**src/rtl/serial_bridge_pkg.sv**
```systemverilog
// Shared constants and types for the serial bridge between the processor's
// serial I/O port and the external byte link.
package serial_bridge_pkg;

  localparam int          SERIAL_BYTE_W             = 8;
  localparam logic [31:0] SERIAL_IO_ADDR            = 32'hFFFF_0000;
  localparam int          SERIAL_FIFO_DEPTH_DEFAULT = 16;

  typedef logic [SERIAL_BYTE_W-1:0] byte_t;

endpackage

```
**src/rtl/serial_bridge_if.sv**
```systemverilog
// Processor-side and link-side byte handshakes of serial_bridge.
// The slave modport is the bridge itself; master is whatever drives it.
interface serial_bridge_if;
  import serial_bridge_pkg::*;

  byte_t cpu_rx_data_out;
  logic  cpu_rx_valid_out;
  logic  cpu_rx_rden_in;
  byte_t cpu_tx_data_in;
  logic  cpu_tx_wren_in;
  logic  cpu_tx_ready_out;
  byte_t ext_rx_data_in;
  logic  ext_rx_valid_in;
  logic  ext_rx_ready_out;
  byte_t ext_tx_data_out;
  logic  ext_tx_valid_out;
  logic  ext_tx_ready_in;
  logic  tx_overflow_out;
  logic  rx_underflow_out;

  modport slave (
    output cpu_rx_data_out, cpu_rx_valid_out, cpu_tx_ready_out,
           ext_rx_ready_out, ext_tx_data_out, ext_tx_valid_out,
           tx_overflow_out, rx_underflow_out,
    input  cpu_rx_rden_in, cpu_tx_data_in, cpu_tx_wren_in,
           ext_rx_data_in, ext_rx_valid_in, ext_tx_ready_in
  );

  modport master (
    input  cpu_rx_data_out, cpu_rx_valid_out, cpu_tx_ready_out,
           ext_rx_ready_out, ext_tx_data_out, ext_tx_valid_out,
           tx_overflow_out, rx_underflow_out,
    output cpu_rx_rden_in, cpu_tx_data_in, cpu_tx_wren_in,
           ext_rx_data_in, ext_rx_valid_in, ext_tx_ready_in
  );

endinterface

```
**src/rtl/serial_bridge_byte_fifo.sv**
```systemverilog
// Byte FIFO with registered occupancy count; full/empty derive from the count.
// Head data is read combinationally and forced to zero when empty.
module byte_fifo
  import serial_bridge_pkg::*;
#(
  parameter  int DEPTH = SERIAL_FIFO_DEPTH_DEFAULT,
  localparam int CNT_W = $clog2(DEPTH) + 1,
  localparam int PTR_W = CNT_W - 1
) (
  input  logic             clock,
  input  logic             reset_n,
  input  logic             push,
  input  byte_t            wdata,
  input  logic             pop,
  output byte_t            rdata,
  output logic             full,
  output logic             empty,
  output logic [CNT_W-1:0] count
);

  byte_t            mem [DEPTH];
  logic [PTR_W-1:0] wr_ptr;
  logic [PTR_W-1:0] rd_ptr;
  logic             push_ok;
  logic             pop_ok;

  assign full    = (count == CNT_W'(DEPTH));
  assign empty   = (count == '0);
  assign push_ok = push && !full;
  assign pop_ok  = pop && !empty;
  assign rdata   = empty ? '0 : mem[rd_ptr];

  // NOTE: sequential state uses non-blocking assignments so every flop samples pre-edge values.
  always_ff @(posedge clock or negedge reset_n) begin
    if (!reset_n) begin
      wr_ptr <= '0;
      rd_ptr <= '0;
      count  <= '0;
    end else begin
      if (push_ok) wr_ptr <= wr_ptr + 1'b1;
      if (pop_ok)  rd_ptr <= rd_ptr + 1'b1;
      case ({push_ok, pop_ok})
        2'b10:   count <= count + 1'b1;
        2'b01:   count <= count - 1'b1;
        default: ;
      endcase
    end
  end

  // NOTE: storage has no reset; pointers and count alone define what is valid.
  always_ff @(posedge clock) begin
    if (push_ok) mem[wr_ptr] <= wdata;
  end

endmodule

```
**src/rtl/serial_bridge.sv**
```systemverilog
// RX/TX byte buffering between the processor serial port and the external link.
// Define SERIAL_BRIDGE_LOOPBACK_EN to add loopback_in, which steers TX bytes back into RX.
module serial_bridge
  import serial_bridge_pkg::*;
#(
  parameter int DEPTH = SERIAL_FIFO_DEPTH_DEFAULT
) (
  input  logic           clock,
  input  logic           reset_n,
`ifdef SERIAL_BRIDGE_LOOPBACK_EN
  input  logic           loopback_in,
`endif
  serial_bridge_if.slave bus
);

  localparam int CNT_W = $clog2(DEPTH) + 1;

  logic             rx_push, rx_full, rx_empty;
  byte_t            rx_wdata, rx_rdata;
  logic [CNT_W-1:0] rx_count;
  logic             tx_pop, tx_full, tx_empty;
  byte_t            tx_rdata;
  logic [CNT_W-1:0] tx_count;
  logic             tx_overflow_q, rx_underflow_q;

  byte_fifo #(.DEPTH(DEPTH)) u_rx_fifo (
    .clock  (clock),
    .reset_n(reset_n),
    .push   (rx_push),
    .wdata  (rx_wdata),
    .pop    (bus.cpu_rx_rden_in),
    .rdata  (rx_rdata),
    .full   (rx_full),
    .empty  (rx_empty),
    .count  (rx_count)
  );

  byte_fifo #(.DEPTH(DEPTH)) u_tx_fifo (
    .clock  (clock),
    .reset_n(reset_n),
    .push   (bus.cpu_tx_wren_in),
    .wdata  (bus.cpu_tx_data_in),
    .pop    (tx_pop),
    .rdata  (tx_rdata),
    .full   (tx_full),
    .empty  (tx_empty),
    .count  (tx_count)
  );

`ifdef SERIAL_BRIDGE_LOOPBACK_EN
  logic lb_q;
  logic lb_move;

  always_ff @(posedge clock or negedge reset_n) begin
    if (!reset_n) lb_q <= 1'b0;
    else          lb_q <= loopback_in;
  end

  // In loopback the link is fenced off on both sides and TX feeds RX directly.
  assign lb_move              = lb_q && !tx_empty && !rx_full;
  assign rx_push              = lb_q ? lb_move  : bus.ext_rx_valid_in;
  assign rx_wdata             = lb_q ? tx_rdata : bus.ext_rx_data_in;
  assign tx_pop               = lb_q ? lb_move  : bus.ext_tx_ready_in;
  assign bus.ext_tx_valid_out = !tx_empty && !lb_q;
  assign bus.ext_rx_ready_out = !rx_full && !lb_q;
`else
  assign rx_push              = bus.ext_rx_valid_in;
  assign rx_wdata             = bus.ext_rx_data_in;
  assign tx_pop               = bus.ext_tx_ready_in;
  assign bus.ext_tx_valid_out = !tx_empty;
  assign bus.ext_rx_ready_out = !rx_full;
`endif

  assign bus.cpu_rx_data_out  = rx_rdata;
  assign bus.cpu_rx_valid_out = !rx_empty;
  assign bus.cpu_tx_ready_out = !tx_full;
  assign bus.ext_tx_data_out  = tx_rdata;
  assign bus.tx_overflow_out  = tx_overflow_q;
  assign bus.rx_underflow_out = rx_underflow_q;

  // Error flags are sticky until reset; the processor has no back-pressure to honour.
  always_ff @(posedge clock or negedge reset_n) begin
    if (!reset_n) begin
      tx_overflow_q  <= 1'b0;
      rx_underflow_q <= 1'b0;
    end else begin
      if (bus.cpu_tx_wren_in && tx_count == CNT_W'(DEPTH)) tx_overflow_q  <= 1'b1;
      if (bus.cpu_rx_rden_in && rx_count == '0)            rx_underflow_q <= 1'b1;
    end
  end

endmodule

```
**src/flat_wrapper.sv**
```systemverilog
// flat-port wrapper written by rule: the top's interface ports become plain ports
module serial_bridge_flat import serial_bridge_pkg::*;
#(
  parameter int DEPTH = SERIAL_FIFO_DEPTH_DEFAULT
)
  (clock, reset_n, bus_cpu_rx_data_out, bus_cpu_rx_valid_out, bus_cpu_tx_ready_out, bus_ext_rx_ready_out, bus_ext_tx_data_out, bus_ext_tx_valid_out, bus_tx_overflow_out, bus_rx_underflow_out, bus_cpu_rx_rden_in, bus_cpu_tx_data_in, bus_cpu_tx_wren_in, bus_ext_rx_data_in, bus_ext_rx_valid_in, bus_ext_tx_ready_in);
  serial_bridge_if bus_i ();
  input  logic clock;
  input  logic reset_n;
  output wire logic [$bits(bus_i.cpu_rx_data_out)-1:0] bus_cpu_rx_data_out;
  output wire logic [$bits(bus_i.cpu_rx_valid_out)-1:0] bus_cpu_rx_valid_out;
  output wire logic [$bits(bus_i.cpu_tx_ready_out)-1:0] bus_cpu_tx_ready_out;
  output wire logic [$bits(bus_i.ext_rx_ready_out)-1:0] bus_ext_rx_ready_out;
  output wire logic [$bits(bus_i.ext_tx_data_out)-1:0] bus_ext_tx_data_out;
  output wire logic [$bits(bus_i.ext_tx_valid_out)-1:0] bus_ext_tx_valid_out;
  output wire logic [$bits(bus_i.tx_overflow_out)-1:0] bus_tx_overflow_out;
  output wire logic [$bits(bus_i.rx_underflow_out)-1:0] bus_rx_underflow_out;
  input wire logic [$bits(bus_i.cpu_rx_rden_in)-1:0] bus_cpu_rx_rden_in;
  input wire logic [$bits(bus_i.cpu_tx_data_in)-1:0] bus_cpu_tx_data_in;
  input wire logic [$bits(bus_i.cpu_tx_wren_in)-1:0] bus_cpu_tx_wren_in;
  input wire logic [$bits(bus_i.ext_rx_data_in)-1:0] bus_ext_rx_data_in;
  input wire logic [$bits(bus_i.ext_rx_valid_in)-1:0] bus_ext_rx_valid_in;
  input wire logic [$bits(bus_i.ext_tx_ready_in)-1:0] bus_ext_tx_ready_in;
  assign bus_cpu_rx_data_out = bus_i.cpu_rx_data_out;
  assign bus_cpu_rx_valid_out = bus_i.cpu_rx_valid_out;
  assign bus_cpu_tx_ready_out = bus_i.cpu_tx_ready_out;
  assign bus_ext_rx_ready_out = bus_i.ext_rx_ready_out;
  assign bus_ext_tx_data_out = bus_i.ext_tx_data_out;
  assign bus_ext_tx_valid_out = bus_i.ext_tx_valid_out;
  assign bus_tx_overflow_out = bus_i.tx_overflow_out;
  assign bus_rx_underflow_out = bus_i.rx_underflow_out;
  assign bus_i.cpu_rx_rden_in = bus_cpu_rx_rden_in;
  assign bus_i.cpu_tx_data_in = bus_cpu_tx_data_in;
  assign bus_i.cpu_tx_wren_in = bus_cpu_tx_wren_in;
  assign bus_i.ext_rx_data_in = bus_ext_rx_data_in;
  assign bus_i.ext_rx_valid_in = bus_ext_rx_valid_in;
  assign bus_i.ext_tx_ready_in = bus_ext_tx_ready_in;
  serial_bridge #(.DEPTH(DEPTH)) u_core (.clock(clock), .reset_n(reset_n), .bus(bus_i));
endmodule
```
**config.mk**
```make
export PLATFORM = sky130hd
export DESIGN_NAME = serial_bridge_flat
export DESIGN_NICKNAME = d
export VERILOG_FILES = /design/src/rtl/serial_bridge_pkg.sv /design/src/rtl/serial_bridge_if.sv /design/src/rtl/serial_bridge_byte_fifo.sv /design/src/rtl/serial_bridge.sv /design/src/flat_wrapper.sv
export SDC_FILE = /design/constraint.sdc
export NUM_CORES = 1
export LEC_CHECK = 0
export CORE_MARGIN = 10
export CORE_UTILIZATION = 30
export CTS_CLUSTER_SIZE = 14
export DETAILED_ROUTE_END_ITERATION = 12
export PLACE_DENSITY = 0.47
export SLEW_MARGIN = 20
export SYNTH_ARGS = -nofsm -noshare
export SYNTH_HDL_FRONTEND = slang
export SYNTH_HIERARCHICAL = 1
export SYNTH_SLANG_ARGS = --single-unit
export TNS_END_PERCENT = 5
```
**constraint.sdc**
```tcl
create_clock -name clock -period 3 [get_ports clock]
set_input_delay 0.45 -clock clock [delete_from_list [all_inputs] [get_ports clock]]
set_output_delay 0.45 -clock clock [all_outputs]
set_load 0.01 [all_outputs]
```
# Yosys cells after proc, flatten, opt, wreduce, memory -nomap -nowiden
# Memories as Yosys holds them, arrays and structs flattened.
# Index checks and enable logic that the tools add are counted.
[word_totals]
ff_bits = 28
ram_bits = 256
in_bits = 22
out_inout_bits = 22
word_cells = 46
memories = 2
[memory_table]
columns = ["name", "depth", "width", "read_ports", "rd_ports_with_merged_regs", "write_ports", "line", "rtl"]
rows = [
  ["u_core.u_rx_fifo.mem", 16, 8, 1, 0, 1, "serial_bridge_byte_fifo.sv:21", "byte_t mem [DEPTH];"],
  ["u_core.u_tx_fifo.mem", 16, 8, 1, 0, 1, "serial_bridge_byte_fifo.sv:21", ""],
]
[op_classes]
n_addsub = 8
n_eq_ne = 6
n_mux = 8
n_reduce_logical = 14
[op_table]
columns = ["op", "n"]
rows = [
  ["5-bit case mux with 2 select lines", 2],
  ["4-bit by 1-bit adder with 4-bit output (second input constant)", 4],
  ["8-bit two-way mux", 2],
  ["5-bit by 1-bit adder with 5-bit output (second input constant)", 2],
  ["5-bit == test (second input constant)", 2],
  ["5-bit logical NOT", 2],
  ["5-bit by 1-bit subtractor with 5-bit output (second input constant)", 2],
  ["1-bit logical AND", 6],
  ["2-bit by 1-bit == test with 1-bit output (second input constant)", 2],
  ["2-bit == test (second input constant)", 2],
  ["1-bit logical NOT", 4],
  ["1-bit two-way mux", 4],
  ["2-bit nonzero test", 2],
]

# Longest topological paths before layout
[logic_depth]
word_depth = 5
ltp_mapped = 13
mapped_depth_nobuf = 11

# By module
# The synthesis kept the hierarchy.
[modules_own_cells]
columns = ["mod", "n_inst", "cells_per_inst", "area_each_um2"]
rows = [
  ["byte_fifo at u_core.u_rx_fifo", 1, 309, 5898.2],
  ["byte_fifo at u_core.u_tx_fifo", 1, 309, 5889.4],
  ["serial_bridge", 1, 11, 98.8],
]

# Worst setup path after synthesis
# Ideal clock, no wire load.
[synth_path]
kind = "register -> register"
start = "reg u_core.u_rx_fifo.count[1]"
end = "reg u_core.u_rx_fifo.count[4]"
setup_time_ps = 144
arrival_ps = 2729
setup_slack_ps = 127
stages_incl_launch_ff = 12
n_path_buf = 1
period_less_slack_ps = 2873
path_cell_list = "dfrtp_1 nor4_1 a21boi_2 inv_1 ha_1 clkbuf_1 xor2_1 ha_1 o211ai_1 nor4bb_1 a2111oi_0 o211ai_1"
[synth_via]
elab_chain_cells = 5
word_cells_on_any_way = 12
cone_classes = "add/sub (2); eq/ne (3); mux (1); reduce/logical (6)"
[synth_rtl]
columns = ["element", "line", "rtl"]
rows = [
  ["start: declaration", "serial_bridge_byte_fifo.sv:18", "output logic [CNT_W-1:0] count"],
  ["start signal: assignment", "serial_bridge_byte_fifo.sv:43", "2'b10: count <= count + 1'b1;"],
  ["start signal: assignment", "serial_bridge_byte_fifo.sv:44", "2'b01: count <= count - 1'b1;"],
  ["5-bit == test or 5-bit logical NOT (tied branches)", "serial_bridge_byte_fifo.sv:27, serial_bridge_byte_fifo.sv:28", ""],
  ["1-bit logical NOT, on equally long branches", "serial_bridge_byte_fifo.sv:29, serial_bridge_byte_fifo.sv:30", ""],
  ["1-bit logical AND, on equally long branches", "serial_bridge_byte_fifo.sv:29, serial_bridge_byte_fifo.sv:30", ""],
  ["2-bit by 1-bit == test with 1-bit output or 2-bit == test (tied branches)", "serial_bridge_byte_fifo.sv:42", "case ({push_ok, pop_ok})"],
  ["5-bit case mux with 2 select lines or 2-bit nonzero test (tied branches)", "n/a", ""],
]
# Parallel ways exist; a longest one is shown, timed or not.
# A chain may end at the register's enable or synchronous reset.

# Final worst setup path
[layout_path]
start = "reg u_core.u_tx_fifo.rd_ptr[1]"
end = "out bus_ext_tx_data_out[1]"
[layout_via]
elab_chain_cells = 2
[layout_rtl]
columns = ["element", "line", "rtl"]
rows = [
  ["start: declaration", "serial_bridge_byte_fifo.sv:23", "logic [PTR_W-1:0] rd_ptr;"],
  ["start signal: assignment", "serial_bridge_byte_fifo.sv:41", "if (pop_ok) rd_ptr <= rd_ptr + 1'b1;"],
  ["memory 16 x 8 bit", "n/a", ""],
  ["8-bit two-way mux", "serial_bridge_byte_fifo.sv:31", "assign rdata = empty ? '0 : mem[rd_ptr];"],
  ["end: declaration", "flat_wrapper.sv:14", "output wire logic [$bits(bus_i.ext_tx_data_out)-1:0] bus_ext_tx_data_out;"],
]
# No other way between the ends.

==> impl_metrics.prom <==
# TYPE chip_impl_metric gauge
chip_impl_metric{name="number_of_warnings_issued_by_yosys",unit=""} 6
chip_impl_metric{name="core",unit="µm²"} 38920
chip_impl_metric{name="cts_made_buffers",unit=""} 31
chip_impl_metric{name="timing.setup.tns",unit="ns"} 0
chip_impl_metric{name="clk_latency",unit="ns"} 0.56
chip_impl_metric{name="rows",unit=""} 72
chip_impl_metric{name="cts.htree.levels",unit=""} 1
chip_impl_metric{name="postSynthRegisterBits",unit=""} 284
chip_impl_metric{name="drt_drc_violations_left",unit=""} 0
chip_impl_metric{name="cap_violations",unit=""} 0
chip_impl_metric{name="num-nets-final",unit=""} 773
chip_impl_metric{name="seq_area_frac_synth",unit="%"} 70.57
chip_impl_metric{name="p_per_area",unit="nW/µm²"} 956.8
chip_impl_info{name="status",value="completed"} 1
chip_impl_metric{name="flow.area_growth_from_synthesis",unit="%"} 19.87
chip_impl_info{name="mostFrequentLayoutCells",value="edfxtp_1, buf_4, mux4_2"} 1
chip_impl_metric{name="synth.net_count",unit=""} 669
chip_impl_metric{name="timing.critical_path.buf_inv",unit=""} 2
chip_impl_metric{name="yosysTopAreaCellShare",unit="%"} 64.67
chip_impl_metric{name="arrival",unit="ns"} 2.48
chip_impl_metric{name="placement.io_buffers",unit=""} 43
chip_impl_metric{name="antenna_found_initial",unit=""} 0
chip_impl_metric{name="numClockSinks",unit=""} 284
chip_impl_metric{name="crit_fanout",unit=""} 6
chip_impl_info{name="regToRegEndpoint",value="u_core/u_rx_fifo/count[4]"} 1
chip_impl_info{name="layout.cells.most_common",value="edfxtp_1"} 1
chip_impl_info{name="worst_hold_check_path_type",value="input pin to asynchronous set/reset pin"} 1
chip_impl_metric{name="place.gp.congestion",unit=""} 0.7296
chip_impl_metric{name="period_needed",unit="ns"} 2.930
chip_impl_info{name="ys_top_cells_by_area",value="edfxtp_1, mux4_2, dfrtp_1"} 1
chip_impl_metric{name="floorplan.io_pins",unit=""} 44
chip_impl_metric{name="chipWidth",unit="µm"} 219.1
chip_impl_metric{name="nFillCells",unit=""} 3622
chip_impl_metric{name="post-route-util",unit="%"} 36.61
chip_impl_metric{name="timing_worst_slew_pin_value",unit="ns"} 0.7345
chip_impl_metric{name="postSynthCellCount",unit=""} 629
chip_impl_metric{name="clk_pin_slew",unit="ns"} 0.06
chip_impl_metric{name="grt_pass1_vias",unit=""} 6495
chip_impl_info{name="slowest_stage_cell_on_the_critical_path",value="mux4_2"} 1
chip_impl_metric{name="synth-edff-count",unit=""} 256
chip_impl_metric{name="finalHoldViolations",unit=""} 0
chip_impl_info{name="rsz0062_at_grt",value="true"} 1
chip_impl_metric{name="max-slew-margin-rel",unit="%"} 50.88
chip_impl_metric{name="syn_area_per_cell",unit="µm²"} 18.90
chip_impl_metric{name="place_area",unit="µm²"} 13190
chip_impl_metric{name="synthArstFlopShare",unit="%"} 9.859
chip_impl_metric{name="drt_via_density",unit=""} 4.823
chip_impl_metric{name="die_height",unit="µm"} 219.1
chip_impl_info{name="cts_tree",value="built"} 1
chip_impl_metric{name="maxClockFrequency",unit="GHz"} 0.3413
chip_impl_metric{name="die_area",unit="µm²"} 47980
chip_impl_metric{name="stage_delay_of_the_slowest_cell_on_the_critical_path",unit="ns"} 0.52
chip_impl_metric{name="synth_area",unit="µm²"} 11890
chip_impl_metric{name="design_area",unit="µm²"} 14250
chip_impl_metric{name="wl_per_cell",unit="µm"} 21.36
chip_impl_metric{name="antenna_cells_inserted",unit=""} 0
chip_impl_metric{name="route.vias.total",unit=""} 6130
chip_impl_info{name="worst_setup_path_end_kind",value="output pin"} 1
chip_impl_metric{name="routed_wirelength",unit="mm"} 27.15
chip_impl_metric{name="timing.final.setup_violations",unit=""} 0
chip_impl_metric{name="cp.required",unit="ns"} 2.55
chip_impl_metric{name="worst_ir_drop_vdd",unit="mV"} 0.6250
chip_impl_info{name="critical_path.startpoint_type",value="flop"} 1
chip_impl_metric{name="grt_first_pass_wirelength",unit="mm"} 40.88
chip_impl_info{name="critical_path.top_delay_family",value="multiplexers"} 1
chip_impl_metric{name="global_route.overflow_total",unit=""} 0
chip_impl_metric{name="reg2reg_setup_slack",unit="ns"} 0.21
chip_impl_metric{name="globalRouteTotalUtil",unit="%"} 11.27
chip_impl_metric{name="cts_max_path_buffers",unit=""} 3
chip_impl_metric{name="fin_max_slew_vios",unit=""} 0
chip_impl_info{name="criticalPathCategory",value="flop to output pin"} 1
chip_impl_metric{name="min_period_over_period",unit="%"} 97.66
chip_impl_metric{name="p_leak",unit="µW"} 0.004852
chip_impl_metric{name="r2r_cells",unit=""} 11
chip_impl_info{name="yosysTopAreaCell",value="edfxtp_1"} 1
chip_impl_metric{name="synth_cell_types",unit=""} 45
chip_impl_metric{name="post_route_cells_drive_above_1_share",unit="%"} 27.22
chip_impl_metric{name="drt_first_pass_iters",unit=""} 4
chip_impl_metric{name="grt_max_degree",unit=""} 29
chip_impl_info{name="worstReg2RegStart",value="u_core/u_rx_fifo/count[1]"} 1
chip_impl_info{name="crit_path_cell_trace",value="buf_12, mux4_2, mux2_2, o21ai_1, a21oi_1, clkdlybuf4s15_2"} 1
chip_impl_info{name="most_used_flip_flop_cell_after_synthesis",value="edfxtp_1"} 1
chip_impl_metric{name="drtAntennaViolNets",unit=""} 0
chip_impl_metric{name="worst_setup_skew_after_layout",unit="ns"} 0.009272
chip_impl_metric{name="dp.final_hpwl",unit="mm"} 17.31
chip_impl_metric{name="initial_utilization",unit="%"} 30.54
chip_impl_metric{name="drtIter0Drc",unit=""} 398
chip_impl_info{name="cts_root_buffer",value="clkbuf_16"} 1
cells by family (layout without fill, tap and decap cells):
group	after synthesis	count (layout)	synth area share [%]
buffers and inverters	55	179	3.032
xor gates and xnor gates	20	20	1.474
and+or+nand+nor	92	92	3.832
AOI/OAI and AO/OA	60	60	3.200
muxes	100	100	16.00
DFF	284	284	70.57
adders and majority gates	18	18	1.895
area by class of cell:
cell class                 instances  area [µm²]  share of cell area, %
clock buffer                      38       802.0                  5.629
tap                              518       648.1                  4.549
sequential                       284        8391                  58.89
inverter                          17       63.81                 0.4478
clock inverter                    15       193.9                  1.361
timing repair buffer             109        1006                  7.060
multi-input combinational        290        3144                  22.07
report_power, final:
part | total (µW) | internal [µW] | switching [µW]
sequential | 5250 | 4870 | 379
clock | 3740 | 2300 | 1440
combinational | 4640 | 2310 | 2330
synth_stat cells (all sizes together), types with 12 or more instances:
cell type and n:
edfxtp 256, mux4 64, dfrtp 28, nor2 28, buf 26, nand2 22
mux2 20, o21ai 20, a21oi 18, ha 18, xnor2 18, inv 17
mux2i 16, clkbuf 12
worst max-delay path by stage:
stage / slack (ns) / from / cells after the start / endpoint
2_1_floorplan: 0.13 / u_core/u_rx_fifo/count[1] / 11 / u_core/u_rx_fifo/count[4]
3_3_place_gp: 0.22 / u_core/u_rx_fifo/count[1] / 10 / u_core/u_rx_fifo/count[4]
3_5_place_dp: 0.10 / u_core/u_rx_fifo/count[1] / 11 / u_core/u_rx_fifo/count[4]
4_1_cts: -0.03 / u_core/u_tx_fifo/rd_ptr[1] / 6 / bus_ext_tx_data_out[5]
5_1_grt: -0.03 / u_core/u_rx_fifo/count[1] / 11 / u_core/u_rx_fifo/count[4]
6_report: 0.07 / u_core/u_tx_fifo/rd_ptr[1] / 6 / bus_ext_tx_data_out[1]
timing repair:
action / CTS / global route
hold buffers: 0 / 0
setup buffers: 0 / 3
cloned: 2 / 1
gates resized for setup: 58 / 20
setup endpoints to repair: 16 / 19
metal layers:
layer  GRT usage [%]  vias to the layer above  wire, µm
li1                -                     2724         -
met1           14.36                     3212     11840
met2           19.01                      145     13270
met3           2.325                       49      1376
met4           3.264                        0       666
met5               0                        -         0
stage by stage:
step / setup WS, ns / power, µW / hold WS (ns) / cells
finish: 0.07007 / 13630 / 0.3091 / 1271
global route: -0.02521 / 14370 / 0.3244 / 1271
CTS: -0.02715 / 13780 / 0.3047 / 1267
detailed placement: 0.1031 / 9975 / 0.4626 / 1212
global placement: 0.2154 / 9864 / 0.4472 / 1212
floorplan: 0.1267 / 8264 / 0.1544 / 629
sequential cells by signal, summed over array words and instances (netlist names):
register and flops:
u_core/u_rx_fifo/wr_ptr 4, u_core/u_rx_fifo/count 5, u_core/u_rx_fifo/mem 128, u_core/u_tx_fifo/rd_ptr 4
u_core/u_rx_fifo/rd_ptr 4, u_core/u_tx_fifo/mem 128, u_core/bus.tx_overflow_out 1, u_core/u_tx_fifo/wr_ptr 4
u_core/u_tx_fifo/count 5, u_core/bus.rx_underflow_out 1
worst register-to-register path, stage by stage, from the launching register on:
cell	delay [ns]
dfrtp_1	0.49
nor4_4	0.38
nand2b_1	0.14
nand2_1	0.15
inv_1	0.08
ha_1	0.22
xor2_1	0.16
ha_1	0.21
o211ai_1	0.13
nor4bb_1	0.16
a2111oi_0	0.39
o211ai_1	0.15
Note: power is estimated with default switching activity, not from simulation.
